**src/rtl/key_evt_pkg.sv**
```systemverilog
// Shared types for the key event scheduler.
//   key_state_t : per-key FSM encoding
//   EVT_PRESS / EVT_REPEAT : values carried on event_repeat
package key_evt_pkg;

  typedef enum logic [1:0] {
    IDLE  = 2'b00,
    ARMED = 2'b01,
    PRESS = 2'b10,
    HOLD  = 2'b11
  } key_state_t;

  localparam logic EVT_PRESS  = 1'b0;
  localparam logic EVT_REPEAT = 1'b1;

endpackage

```
**src/rtl/key_hold_tracker.sv**
```systemverilog
// One key's press / auto-repeat generator.
//   clk, reset : clock, async active-low reset
//   level      : synchronous key level, 1 = pressed
//   req        : combinational request, asserted on the edge where the event is due
//   rep        : kind of the request (EVT_PRESS / EVT_REPEAT), valid with req
// After reset the key sits in IDLE until it is seen low, so a level held
// through reset release never produces a press.
module key_hold_tracker
  import key_evt_pkg::*;
#(
  parameter int HOLD_CYCLES   = 8,
  parameter int REPEAT_CYCLES = 4,
  parameter int CNT_W         = 8
) (
  input  logic clk,
  input  logic reset,
  input  logic level,
  output logic req,
  output logic rep
);

  localparam logic [CNT_W-1:0] HOLD_LAST = CNT_W'(HOLD_CYCLES - 1);
  localparam logic [CNT_W-1:0] REP_LAST  = CNT_W'(REPEAT_CYCLES - 1);

  key_state_t       state;
  logic [CNT_W-1:0] cnt;

  always_comb begin
    req = 1'b0;
    rep = EVT_PRESS;
    case (state)
      ARMED: req = level;
      PRESS: if (level && cnt == HOLD_LAST) begin req = 1'b1; rep = EVT_REPEAT; end
      HOLD:  if (level && cnt == REP_LAST)  begin req = 1'b1; rep = EVT_REPEAT; end
      default: ;
    endcase
  end

  always_ff @(posedge clk or negedge reset) begin
    if (!reset) begin
      state <= IDLE;
      cnt   <= '0;
    end else begin
      case (state)
        IDLE:  if (!level) state <= ARMED;
        ARMED: if (level) begin state <= PRESS; cnt <= '0; end
        PRESS: begin
          if (!level)                 state <= ARMED;
          else if (cnt == HOLD_LAST)  begin state <= HOLD; cnt <= '0; end
          else                        cnt <= cnt + 1'b1;
        end
        HOLD: begin
          if (!level)                 state <= ARMED;
          else if (cnt == REP_LAST)   cnt <= '0;
          else                        cnt <= cnt + 1'b1;
        end
        default: state <= IDLE;
      endcase
    end
  end

endmodule

```
**src/rtl/key_event_scheduler.sv**
```systemverilog
// Serializes press / auto-repeat events from N_KEYS keys onto one
// valid/ready event stream through a round-robin arbiter.
//   clk, reset   : clock, async active-low reset
//   level        : key levels, synchronous to clk
//   ready        : consumer takes the event when event_valid & ready
//   event_valid  : event present on event_id / event_repeat
//   event_id     : key index of the event
//   event_repeat : 0 = press, 1 = auto-repeat
//   pending      : per-key pending flags
module key_event_scheduler
  import key_evt_pkg::*;
#(
  parameter int N_KEYS        = 4,
  parameter int ID_W          = 2,
  parameter int HOLD_CYCLES   = 8,
  parameter int REPEAT_CYCLES = 4,
  parameter int CNT_W         = 8
) (
  input  logic              clk,
  input  logic              reset,
  input  logic [N_KEYS-1:0] level,
  input  logic              ready,
  output logic              event_valid,
  output logic [ID_W-1:0]   event_id,
  output logic              event_repeat,
  output logic [N_KEYS-1:0] pending
);

  logic [N_KEYS-1:0] req, rep, pend, prep, grant;
  logic [ID_W-1:0]   ptr, pick;
  logic              may_load, found;

  for (genvar g = 0; g < N_KEYS; g++) begin : g_key
    key_hold_tracker #(
      .HOLD_CYCLES  (HOLD_CYCLES),
      .REPEAT_CYCLES(REPEAT_CYCLES),
      .CNT_W        (CNT_W)
    ) u_trk (
      .clk  (clk),
      .reset(reset),
      .level(level[g]),
      .req  (req[g]),
      .rep  (rep[g])
    );
  end

  assign may_load = !event_valid || ready;

  // First pending key at or after ptr, wrapping at N_KEYS (which need not be a power of 2).
  always_comb begin
    int j;
    j     = 0;
    found = 1'b0;
    pick  = '0;
    for (int k = 0; k < N_KEYS; k++) begin
      j = int'(ptr) + k;
      if (j >= N_KEYS) j = j - N_KEYS;
      if (!found && pend[j]) begin
        found = 1'b1;
        pick  = ID_W'(j);
      end
    end
  end

  assign grant   = (may_load && found) ? (N_KEYS'(1) << pick) : '0;
  assign pending = pend;

  always_ff @(posedge clk or negedge reset) begin
    if (!reset) begin
      pend         <= '0;
      prep         <= '0;
      ptr          <= '0;
      event_valid  <= 1'b0;
      event_id     <= '0;
      event_repeat <= 1'b0;
    end else begin
      // A new request beats a same-edge grant; while pending, further
      // requests coalesce and keep the original kind.
      pend <= req | (pend & ~grant);
      for (int i = 0; i < N_KEYS; i++)
        if (req[i] && (!pend[i] || grant[i])) prep[i] <= rep[i];

      if (may_load) begin
        event_valid <= found;
        if (found) begin
          event_id     <= pick;
          event_repeat <= prep[pick];
          ptr          <= (pick == ID_W'(N_KEYS - 1)) ? '0 : pick + 1'b1;
        end
      end
    end
  end

endmodule

```
**config.mk**
```make
export PLATFORM = sky130hd
export DESIGN_NAME = key_event_scheduler
export DESIGN_NICKNAME = d
export VERILOG_FILES = /design/src/rtl/key_evt_pkg.sv /design/src/rtl/key_hold_tracker.sv /design/src/rtl/key_event_scheduler.sv
export SDC_FILE = /design/constraint.sdc
export NUM_CORES = 1
export LEC_CHECK = 0
export ABC_AREA = 0
export BUFFER_PORTS_ARGS = -buffer_cell sky130_fd_sc_hd__buf_4
export CAP_MARGIN = 20
export CORE_UTILIZATION = 62
export CTS_BUF_LIST = sky130_fd_sc_hd__clkbuf_16
export CTS_CLUSTER_SIZE = 14
export DETAILED_ROUTE_END_ITERATION = 16
export GPL_ROUTABILITY_DRIVEN = 0
export PLACE_DENSITY = 0.88
export RECOVER_POWER = 50
export SETUP_SLACK_MARGIN = 0.5
export SLEW_MARGIN = 30
export SYNTH_ARGS = -nofsm -noshare
export SYNTH_HDL_FRONTEND = slang
export SYNTH_SLANG_ARGS = --single-unit
```
**constraint.sdc**
```tcl
create_clock -name clk -period 2.35 [get_ports clk]
set_input_delay 0.1175 -clock clk [delete_from_list [all_inputs] [get_ports clk]]
set_output_delay 0.1175 -clock clk [all_outputs]
set_load 0.03 [all_outputs]
```
* Word level (Yosys, flattened, before mapping)
Index checks and enable logic that the tools add are counted.
** Storage, ports and cells
- Register bits after elaboration :: 54
- Bits in latches :: 0
- Memory bits (writable) :: 0
- ROM bits :: 0
- Bits of input ports :: 7
- Output and inout port bits :: 8
- Word-level logic and storage cells :: 221
- Memories kept :: 0
** Cells by class
- $add $sub $neg :: 12
- $mul :: 0
- Div/mod/pow operators :: 0
- Order comparisons :: 9
- Equal/unequal tests :: 41
- Shift-type cells :: 1
- Mux-type cells :: 88
- Bitwise logic cells :: 3
- Reduce and logical (&&, ||, !) cells :: 50
** Operator list (count)
- $mux 8 :: 20
- $lt 32x4->1 const B :: 4
- $mux 32 :: 4
- $pmux 8 s3 :: 4
- $mux 2 :: 21
- $add 8x1->8 const B :: 4
- $eq 8x2->1 const B :: 4
- $eq 8x3->1 const B :: 4
- $ne 2x2->1 const B :: 16
- $pmux 2 s3 :: 4
- $mux 1 :: 21
- $eq 2x2->1 const B :: 9
- $logic_and 1x1->1 :: 16
- $reduce_and 4->1 :: 4
- $ne 3x2->1 const B :: 4
- $pmux 1 s3 :: 4
- $reduce_and 3->1 :: 4
- $reduce_bool 3->1 :: 4
- $sub 3x3->4 const B :: 3
- $bmux 1 s2 :: 5
- $ge 3x3->1 const B :: 3
- $eq 2x1->1 const B :: 4
- $logic_not 1->1 :: 8
- $logic_not 2->1 :: 4
- other kinds (15) :: 26

* Depth between registers and ports, before layout
Gate-level depths: netlist (run 1).
- Depth after elaboration :: 20
- Mapped depth :: 10
- Gate-level depth less buffers :: 10

* By module
From an unflattened synthesis (run 1), not the netlist that was laid out.
** Second synthesis, totals
- Cell total of the unflattened synthesis :: 405
- Area, all modules :: 3701.0 µm²
** By module, submodules not included
- key_hold_tracker at g_key[0].u_trk ... :: instances 3, cells each 80, area each 709.4 µm², sequential area each 250.2 µm²
- key_event_scheduler :: instances 1, cells each 83, area each 852.1 µm², sequential area each 350.3 µm²
- key_hold_tracker at g_key[3].u_trk :: instances 1, cells each 82, area each 720.7 µm², sequential area each 250.2 µm²

* Worst setup path before layout (run 1)
Ideal clock, no wire load.
- Path type :: register to register
- Start point :: register pend[0] (netlist: pending[0])
- End point :: register prep[1]
- Library setup time :: 0.122 ns
- Arrival time :: 1.861 ns
- Data required time :: 2.228 ns
- Path slack :: 0.367 ns
- Cell stages (with the launch flop) :: 10
- Path buffers :: 0
- Period minus slack after synthesis :: 1.983 ns
- Path through :: dfrtp_1 a21oi_1 o21a_1 o22a_1 inv_1 ha_1 inv_1 o21ai_0 nand4_1 a32o_1
** On the way
- Word-level cells in the longest chain between the ends :: 17
- Elaborated cells between the ends (all ways) :: 31
- Those cells by class :: 1 x shift; 21 x mux; 9 x reduce/logical
** Ends and longest elaborated chain
- start, declared :: line key_event_scheduler.sv:29 : logic [N_KEYS-1:0] req, rep, pend, prep, grant;
- start signal, assigned :: line key_event_scheduler.sv:79 : pend <= req | (pend & ~grant);
- $bmux 1 s2 :: line key_event_scheduler.sv:58 : if (!found && pend[j]) begin
- $mux 1 (not written as such) (2 in series) :: line key_event_scheduler.sv:58
- $mux 1 :: line key_event_scheduler.sv:58
- $logic_not 1->1 :: line key_event_scheduler.sv:58
- $logic_and 1x1->1 :: line key_event_scheduler.sv:58
- $mux 1 :: line key_event_scheduler.sv:58
- $logic_not 1->1 :: line key_event_scheduler.sv:58
- $logic_and 1x1->1 :: line key_event_scheduler.sv:58
- $mux 1 :: line key_event_scheduler.sv:58
- $logic_not 1->1 :: line key_event_scheduler.sv:58
- $logic_and 1x1->1 :: line key_event_scheduler.sv:58
- $mux 2 (*) :: line key_event_scheduler.sv:58
- via pick[1] :: line key_event_scheduler.sv:30 : logic [ID_W-1:0] ptr, pick;
- $shl 1x2->4 (*) :: line key_event_scheduler.sv:65 : assign grant = (may_load && found) ? (N_KEYS'(1) << pick) : '0;
- $mux 4 (*) :: line key_event_scheduler.sv:65
- $logic_or 1x1->1 (*) :: line key_event_scheduler.sv:81 : if (req[i] && (!pend[i] || grant[i])) prep[i] <= rep[i];
- $logic_and 1x1->1 (*) :: line key_event_scheduler.sv:81
- end signal, assigned by index :: line key_event_scheduler.sv:81
- end, declared :: line key_event_scheduler.sv:29
The timed path passes the listed nets; every way through them passes the cells marked *. The select of a mux whose other input is x is not followed.
A chain may end at the register's enable or synchronous reset.

* Worst setup path in the final report (run 1)
- Start point :: register g_key[3].u_trk.cnt[6]
- End point :: register g_key[3].u_trk.cnt[4]
** On the way
- Word-level cells in the longest chain between the ends :: 4
- Elaborated cells between the ends (all ways) :: 7
- Those cells by class :: 2 x eq/ne; 5 x mux
** Ends and longest elaborated chain
- start, declared :: line key_hold_tracker.sv:26 : logic [CNT_W-1:0] cnt;
- start signal, assigned :: line key_hold_tracker.sv:50 : else cnt <= cnt + 1'b1;
- start signal, assigned :: line key_hold_tracker.sv:55 : else cnt <= cnt + 1'b1;
- $eq 8x2->1 or $eq 8x3->1 (tied branches) :: line key_hold_tracker.sv:54, key_hold_tracker.sv:49
- $mux 8, on equally long branches :: line key_hold_tracker.sv:54, key_hold_tracker.sv:49
- $mux 8, on equally long branches :: line key_hold_tracker.sv:53, key_hold_tracker.sv:48
- $pmux 8 s3 (*) :: line key_hold_tracker.sv:44 : case (state)
Mark *: on every way between the ends. The rest lies on a longest branch, timed or not. The select of a mux whose other input is x is not followed.

==> flow_metrics.py, run 1 <==
metrics = {
    "logic_synthesis": {
        "synth-compound-area-share_pct": 20.6,
        "yosysSeqAreaShare_pct": 39.3,
        "synth_nets": 416,
        "avgSynthCellArea_sq_um": 9.02,
        "synth.area.mux_share_pct": 3.89,
        "synthFlopType": "dfrtp_1",
        "synth_fa_ha_area_share_pct": 10.2,
        "ys_seq_elements": 54,
        "ys_warn_count": 0,
        "ys_types": 53,
        "yosys.area_share.simple_pct": 20.2,
        "synth-xor-area-share_pct": 1.53,
        "synth-edff-count": 0,
        "synth_cells": 381,
        "synth_area_sq_um": 3440,
        "synth_top_family_by_area": "compound AO/OA/AOI/OAI gates",
        "synth_async_sr_flop_share_pct": 100,
    },
    "routing": {
        "drt_iter0_markers": 218,
        "routed_wl_um": 8320,
        "routedWlPerCell_um": 16.8,
        "via_count": 3123,
        "vias_per_cell": 6.30,
        "drcViolationCount": 0,
        "dr.pass1.iters": 5,
        "detail-route-antenna-nets": 0,
    },
    "final_layout": {
        "layout_common_cells": "dfrtp_1 (50), buf_4 (40), nand2_1 (39)",
        "multi_input_area_sq_um": 2150,
        "final_area_sq_um": 4180,
        "nets": 460,
        "regArea_sq_um": 1360,
        "syn_to_final_growth_pct": 21.5,
        "layout_commonest_cell": "dfrtp_1",
        "drive_gt1_share_pct": 24.4,
        "fill_cells": 327,
        "diodes": 0,
        "instances_no_fill": 496,
    },
    "sta": {
        "rsz0062_at_grt": "true",
        "finalWorstSetupSlack_ns": 0.416,
        "fmax_mhz": 517,
        "worst_slew_pin_slew_ns": 1.31,
        "fin_crit_ns": 1.93,
        "fin_setup_tns_ns": 0,
        "skew_ns": 0.00815,
        "slew_headroom_pct": 12.6,
        "hold_viol": 0,
        "drv_slew": 0,
        "finalCritPeriodShare_pct": 82.3,
        "setup_viol": 0,
    },
    "power": {
        "p_per_area_nw_per_um2": 1280,
        "peakVddDrop_mv": 1.01,
        "leakagePower_nw": 1.87,
    },
    "clock_tree": {
        "cts_sinks": 54,
        "clockRootBuffer": "clkbuf_16",
        "numCtsBuffers": 5,
        "path_clk_slew_ns": 0.07,
        "htreeDepth": 2,
        "clkLatencyLatePin_ns": 0.29,
        "clockBufferDepth": 2,
        "cts_tree": "yes",
    },
    "min_path": {
        "whs_path_depth": 3,
        "hold_start": "level[3]",
        "hp-class": "primary input to flop",
        "min_to": "g_key[3].u_trk.state[1]",
    },
    "setup_path": {
        "worst_r2r_path_depth": 6,
        "critPathArrivalTime_ns": 2.10,
        "cp.required_ns": 2.52,
        "cp_slowest_cell": "or4_4",
        "slowest_delay_ns": 0.56,
        "cp_max_fo": 4,
        "timing.rr.start": "g_key[3].u_trk.cnt[6]",
        "start_kind": "flop",
        "cp_cell_sequence": "or4_4 -> o41ai_4 -> buf_4 -> nor2b_1 -> o21ai_1 -> o31ai_1",
        "end_kind": "flop",
        "reg2reg_slack_ns": 0.42,
        "r2r_end": "g_key[3].u_trk.cnt[4]",
        "crit_type": "flop to flop",
    },
    "job": {
        "maxCapViolations": 0,
    },
    "grt": {
        "grt_max_degree": 55,
        "grt_pass1_vias": 2810,
        "grt_usage_pct": 26.4,
        "grt_antenna_before_repair": 0,
        "grt_pass1_wl_um": 12500,
        "grt.overflow.total": 0,
    },
    "floorplanning": {
        "dieWidth_um": 76.5,
        "rows": 26,
        "io_pins": 15,
        "dieArea_sq_um": 5850,
        "initial_core_util_pct": 65.6,
        "die_h_um": 76.5,
        "core_sq_um": 5240,
    },
    "placed_design": {
        "dpl_cell_area_sq_um": 3630,
        "preCtsSetupSlack_ns": 0.332,
        "portBuffers": 14,
        "dpl.hpwl_um": 4590,
        "dp.cells": 459,
    },
    "outcome": {
        "status": "finished, final reports clean",
    },
}
==> cells by family (layout without fill, tap and decap cells) <==
group           Yosys count  after routing
simple gates            138            138
xor+xnor                  6              6
buf+inv                  38             83
mux                      13             13
flops                    54             54
compound gates          104            104
fa+ha+maj                28             28
==> power by group <==
group	switching, mW	total (mW)	internal [mW]	leakage, nW
clock	0.343	0.738	0.396	0.0714
sequential	0.301	1.49	1.19	0.692
combinational	1.76	3.12	1.36	1.10
==> worst max path at each step <==
| stage | to | start | cells after the start |
|---|---|---|---|
| floorplan | prep[1] | pending[0] | 9 |
| global route | prep[2] | ptr[1] | 10 |
| detailed placement | g_key[3].u_trk.cnt[4] | g_key[3].u_trk.cnt[3] | 4 |
| CTS | prep[1] | ptr[1] | 9 |
| global placement | g_key[3].u_trk.cnt[6] | g_key[3].u_trk.cnt[3] | 4 |
| finish | g_key[3].u_trk.cnt[4] | g_key[3].u_trk.cnt[6] | 6 |
==> cell usage after synthesis, types with 2 or more instances <==
library cell / instances / share of area [%]
a21oi_1: 16 / 2.3
a221o_1: 2 / 0.58
a22o_1: 3 / 0.76
a31oi_1: 4 / 0.73
a32o_1: 2 / 0.58
a41oi_1: 2 / 0.51
and2_1: 2 / 0.36
and3_1: 9 / 1.6
buf_2: 3 / 0.44
clkbuf_1: 5 / 0.55
dfrtp_1: 54 / 39
ha_1: 28 / 10
inv_1: 29 / 3.2
mux2_2: 3 / 0.98
mux2i_1: 10 / 2.9
nand2_1: 39 / 4.3
nand2b_1: 6 / 1.1
nand3_1: 18 / 2.6
nand4_1: 3 / 0.55
nor2_1: 24 / 2.6
nor2b_1: 10 / 1.8
nor3_1: 10 / 1.5
nor4_1: 2 / 0.36
o21a_1: 5 / 1.1
o21ai_0: 37 / 5.4
o21ai_1: 3 / 0.44
o22ai_1: 6 / 1.1
o31ai_1: 11 / 2.4
o41ai_4: 2 / 1.6
or2_2: 5 / 0.91
or4_4: 2 / 0.65
xnor2_1: 5 / 1.3
==> final cells by class <==
class | instances | share of cell area [%]
Multi-Input combinational cell | 289 | 51.4
Sequential cell | 54 | 32.5
Timing Repair Buffer | 46 | 7.91
Clock buffer | 5 | 2.99
Inverter | 29 | 2.61
Tap cell | 70 | 2.10
Clock inverter | 3 | 0.509
==> flip-flops by register name, summed over array words and instances, names as in the netlist <==
signal	flops
event_id	2
event_repeat	1
event_valid	1
g_key.u_trk.cnt	32
g_key.u_trk.state	8
pending	4
prep	4
ptr	2
==> layer usage <==
layer	global-route usage, %	share of wire [%]
met5	0	0
met4	10.8	2.8
met3	4.67	4.8
met2	44.7	51
met1	33.3	41
==> worst max-delay path: cells and delay by family (launching register included) <==
family	cells	cell delay [ns]
buf+inv	1	0.20
flops	1	0.41
compound gates	3	0.58
simple gates	2	0.61
==> per-stage QoR <==
| step | utilization (%) | power, mW | hold slack (ns) |
|---|---|---|---|
| 2_1_floorplan | - | 3.17 | -0.178 |
| 3_3_place_gp | 69.3 | 3.65 | 0.205 |
| 3_5_place_dp | 69.3 | 3.75 | 0.206 |
| 4_1_cts | 75.8 | 4.83 | 0.140 |
| 5_1_grt | 79.8 | 5.70 | 0.159 |
| 6_report | 79.8 | 5.35 | 0.150 |
==> what timing repair did <==
| action | 4_1_cts | 5_1_grt |
|---|---|---|
| resized for setup | 25 | 34 |
| setup buffers | 14 | 14 |
| pin swaps | 4 | 17 |
| endpoints found under the setup margin | 27 | 31 |
| endpoints found under the hold margin | 54 | 0 |
| hold buffers | 1 | 0 |
No activity file was read; power rests on OpenSTA's default activity.
==> inputs of run 2 (changes only) <==
- CORE_UTILIZATION: 62 -> 56
- PLACE_DENSITY: 0.88 -> 0.84
- clock period: 2.35 -> 1.6 ns (I/O delays scaled with it)
==> run 2 against run 1 <==
Against the previous run:
- the flow now finishes with violations (negative setup slack)
- critical endpoint is now prep[0]
- final area rose by 32%
- clock skew fell by 0.0012 ns
- via count rose by 25%
==> flow_metrics.py, run 2 (synthesis gave the netlist of run 1 again) <==
metrics = {
    "outcome": {
        "status": "complete, but fails checks",
        "violations": "negative setup slack",
    },
    "grt": {
        "grt_pass1_vias": 3586,
        "grt_max_degree": 55,
        "grt_antenna_before_repair": 0,
        "grt_usage_pct": 32.8,
        "grt.overflow.total": 0,
        "grt_pass1_wl_um": 16300,
    },
    "clock_tree": {
        "clkLatencyLatePin_ns": 0.29,
        "cts_sinks": 54,
        "cts_tree": "yes",
        "clockRootBuffer": "clkbuf_16",
        "htreeDepth": 2,
        "numCtsBuffers": 5,
        "path_clk_slew_ns": 0.07,
        "clockBufferDepth": 2,
    },
    "floorplanning": {
        "dieWidth_um": 80.4,
        "io_pins": 15,
        "die_h_um": 80.4,
        "rows": 28,
        "dieArea_sq_um": 6460,
        "core_sq_um": 5920,
        "initial_core_util_pct": 58.1,
    },
    "final_layout": {
        "syn_to_final_growth_pct": 60.7,
        "top_regs": "g_key.u_trk.cnt (32), g_key.u_trk.state (8)",
        "largest_register_ffs": 32,
        "regMostFlops": "g_key.u_trk.cnt",
        "layout_common_cells": "buf_4 (80), dfrtp_1 (42), nand2_1 (34), buf_6 (34)",
        "drive_gt1_share_pct": 54.9,
        "nets": 535,
        "layout_commonest_cell": "buf_4",
        "diodes": 0,
        "regArea_sq_um": 1370,
        "multi_input_area_sq_um": 2770,
        "fill_cells": 188,
        "instances_no_fill": 576,
        "final_util_pct": 93.3,
        "final_area_sq_um": 5530,
    },
    "sta": {
        "drv_slew": 0,
        "worst_slew_pin_slew_ns": 0.790,
        "rsz0062_at_grt": "true",
        "finalWorstSetupSlack_ns": -0.481,
        "skew_ns": 0.00692,
        "finalCritPeriodShare_pct": 130,
        "hold_viol": 0,
        "hold_slack_ns": 0.149,
        "setup_viol": 41,
        "slew_headroom_pct": 47.3,
        "fin_crit_ns": 2.08,
        "fmax_mhz": 481,
    },
    "placed_design": {
        "dpl_cell_area_sq_um": 4480,
        "portBuffers": 14,
        "dpl.hpwl_um": 6000,
        "dp.cells": 532,
    },
    "setup_path": {
        "start_kind": "flop",
        "cp.required_ns": 1.78,
        "crit_type": "flop to flop",
        "crit_top_cell": "o21ai_2",
        "critPathTopFamily": "compound AO/OA/AOI/OAI gates",
        "cp_cell_sequence": "a21oi_2 -> o21a_1 -> o22a_4 -> inv_4 -> buf_6 -> ha_4 -> inv_2 -> o21ai_2 -> nand2b_1 -> o21ai_2 -> o21ai_1",
        "critPathArrivalTime_ns": 2.26,
        "end_kind": "flop",
        "slowest_delay_ns": 0.46,
        "cp_slowest_cell": "dfrtp_2",
        "crit_buf_inv": 3,
        "cp_max_fo": 6,
    },
    "routing": {
        "routedWlPerCell_um": 24.4,
        "drcViolationCount": 0,
        "routed_wl_um": 14100,
        "dr.pass1.iters": 6,
        "vias_per_cell": 6.80,
        "via_count": 3919,
        "detail-route-antenna-nets": 0,
        "drt_iter0_markers": 302,
    },
    "job": {
        "maxCapViolations": 0,
    },
    "power": {
        "p_per_area_nw_per_um2": 2080,
        "leakagePower_nw": 2.38,
        "peakVddDrop_mv": 1.68,
    },
    "min_path": {
        "hp-class": "primary input to flop",
    },
}
-- run 2: cell type report --
cell class	instances	area share [%]
sequential	54	24.7
clock buffer	5	2.26
timing repair buffer	121	18.7
tap	75	1.70
multi-input combinational	289	50.2
clock inverter	3	0.249
inverter	29	2.15
-- run 2: final timing paths --
path                       startpoint                    end  slack, ns  depth (start not counted)
max in group asynchronous       reset             pending[2]       0.60                          2
min in group asynchronous       reset  g_key[2].u_trk.cnt[2]       0.43                          2
max                        pending[0]                prep[0]      -0.48                         11
max reg2reg                pending[0]                prep[0]      -0.48                         11
min reg2reg                   prep[1]                prep[1]       0.52                          1
min                             ready            event_valid       0.15                          3
-- run 2: layer usage --
metal,up-vias,part of all wire [%],global-route usage [%]
met4,0,7.3,16.1
met1,1863,35,36.5
li1,1608,-,-
met2,331,51,60.3
met5,-,0,0
met3,117,7.5,4.89
-- run 2: what timing repair did --
item                                   in CTS  in global routing
cloned                                      1                  0
setup endpoints to repair                  58                 58
endpoints found under the hold margin      54                  0
setup buffers                              23                 11
gates resized for setup                   101                 67
pin swaps                                  49                 54
hold buffers                                1                  0
-- run 2: worst reg2reg max path, stage by stage, from the launching register on --
cell and delay (ns):
dfrtp_2 0.46, a21oi_2 0.07, o21a_1 0.19, o22a_4 0.27
inv_4 0.09, buf_6 0.10, ha_4 0.12, inv_2 0.03
o21ai_2 0.20, nand2b_1 0.17, o21ai_2 0.19, o21ai_1 0.10
-- run 2: power by group --
| group | internal [mW] | switching [mW] | total (mW) |
|---|---|---|---|
| Combinational | 3.83 | 4.25 | 8.08 |
| Sequential | 1.76 | 0.552 | 2.31 |
| Clock | 0.571 | 0.505 | 1.08 |
| Total | 6.16 | 5.31 | 11.5 |
-- run 2: stage by stage --
step | TNS (ns) | power (mW) | worst slack [ns]
6_report | -6.78 | 11.5 | -0.481
5_1_grt | -8.85 | 11.8 | -0.485
4_1_cts | -4.19 | 9.78 | -0.235
3_5_place_dp | -4.43 | 7.24 | -0.277
3_3_place_gp | -2.84 | 6.96 | -0.188
2_1_floorplan | -2.21 | 5.46 | -0.212
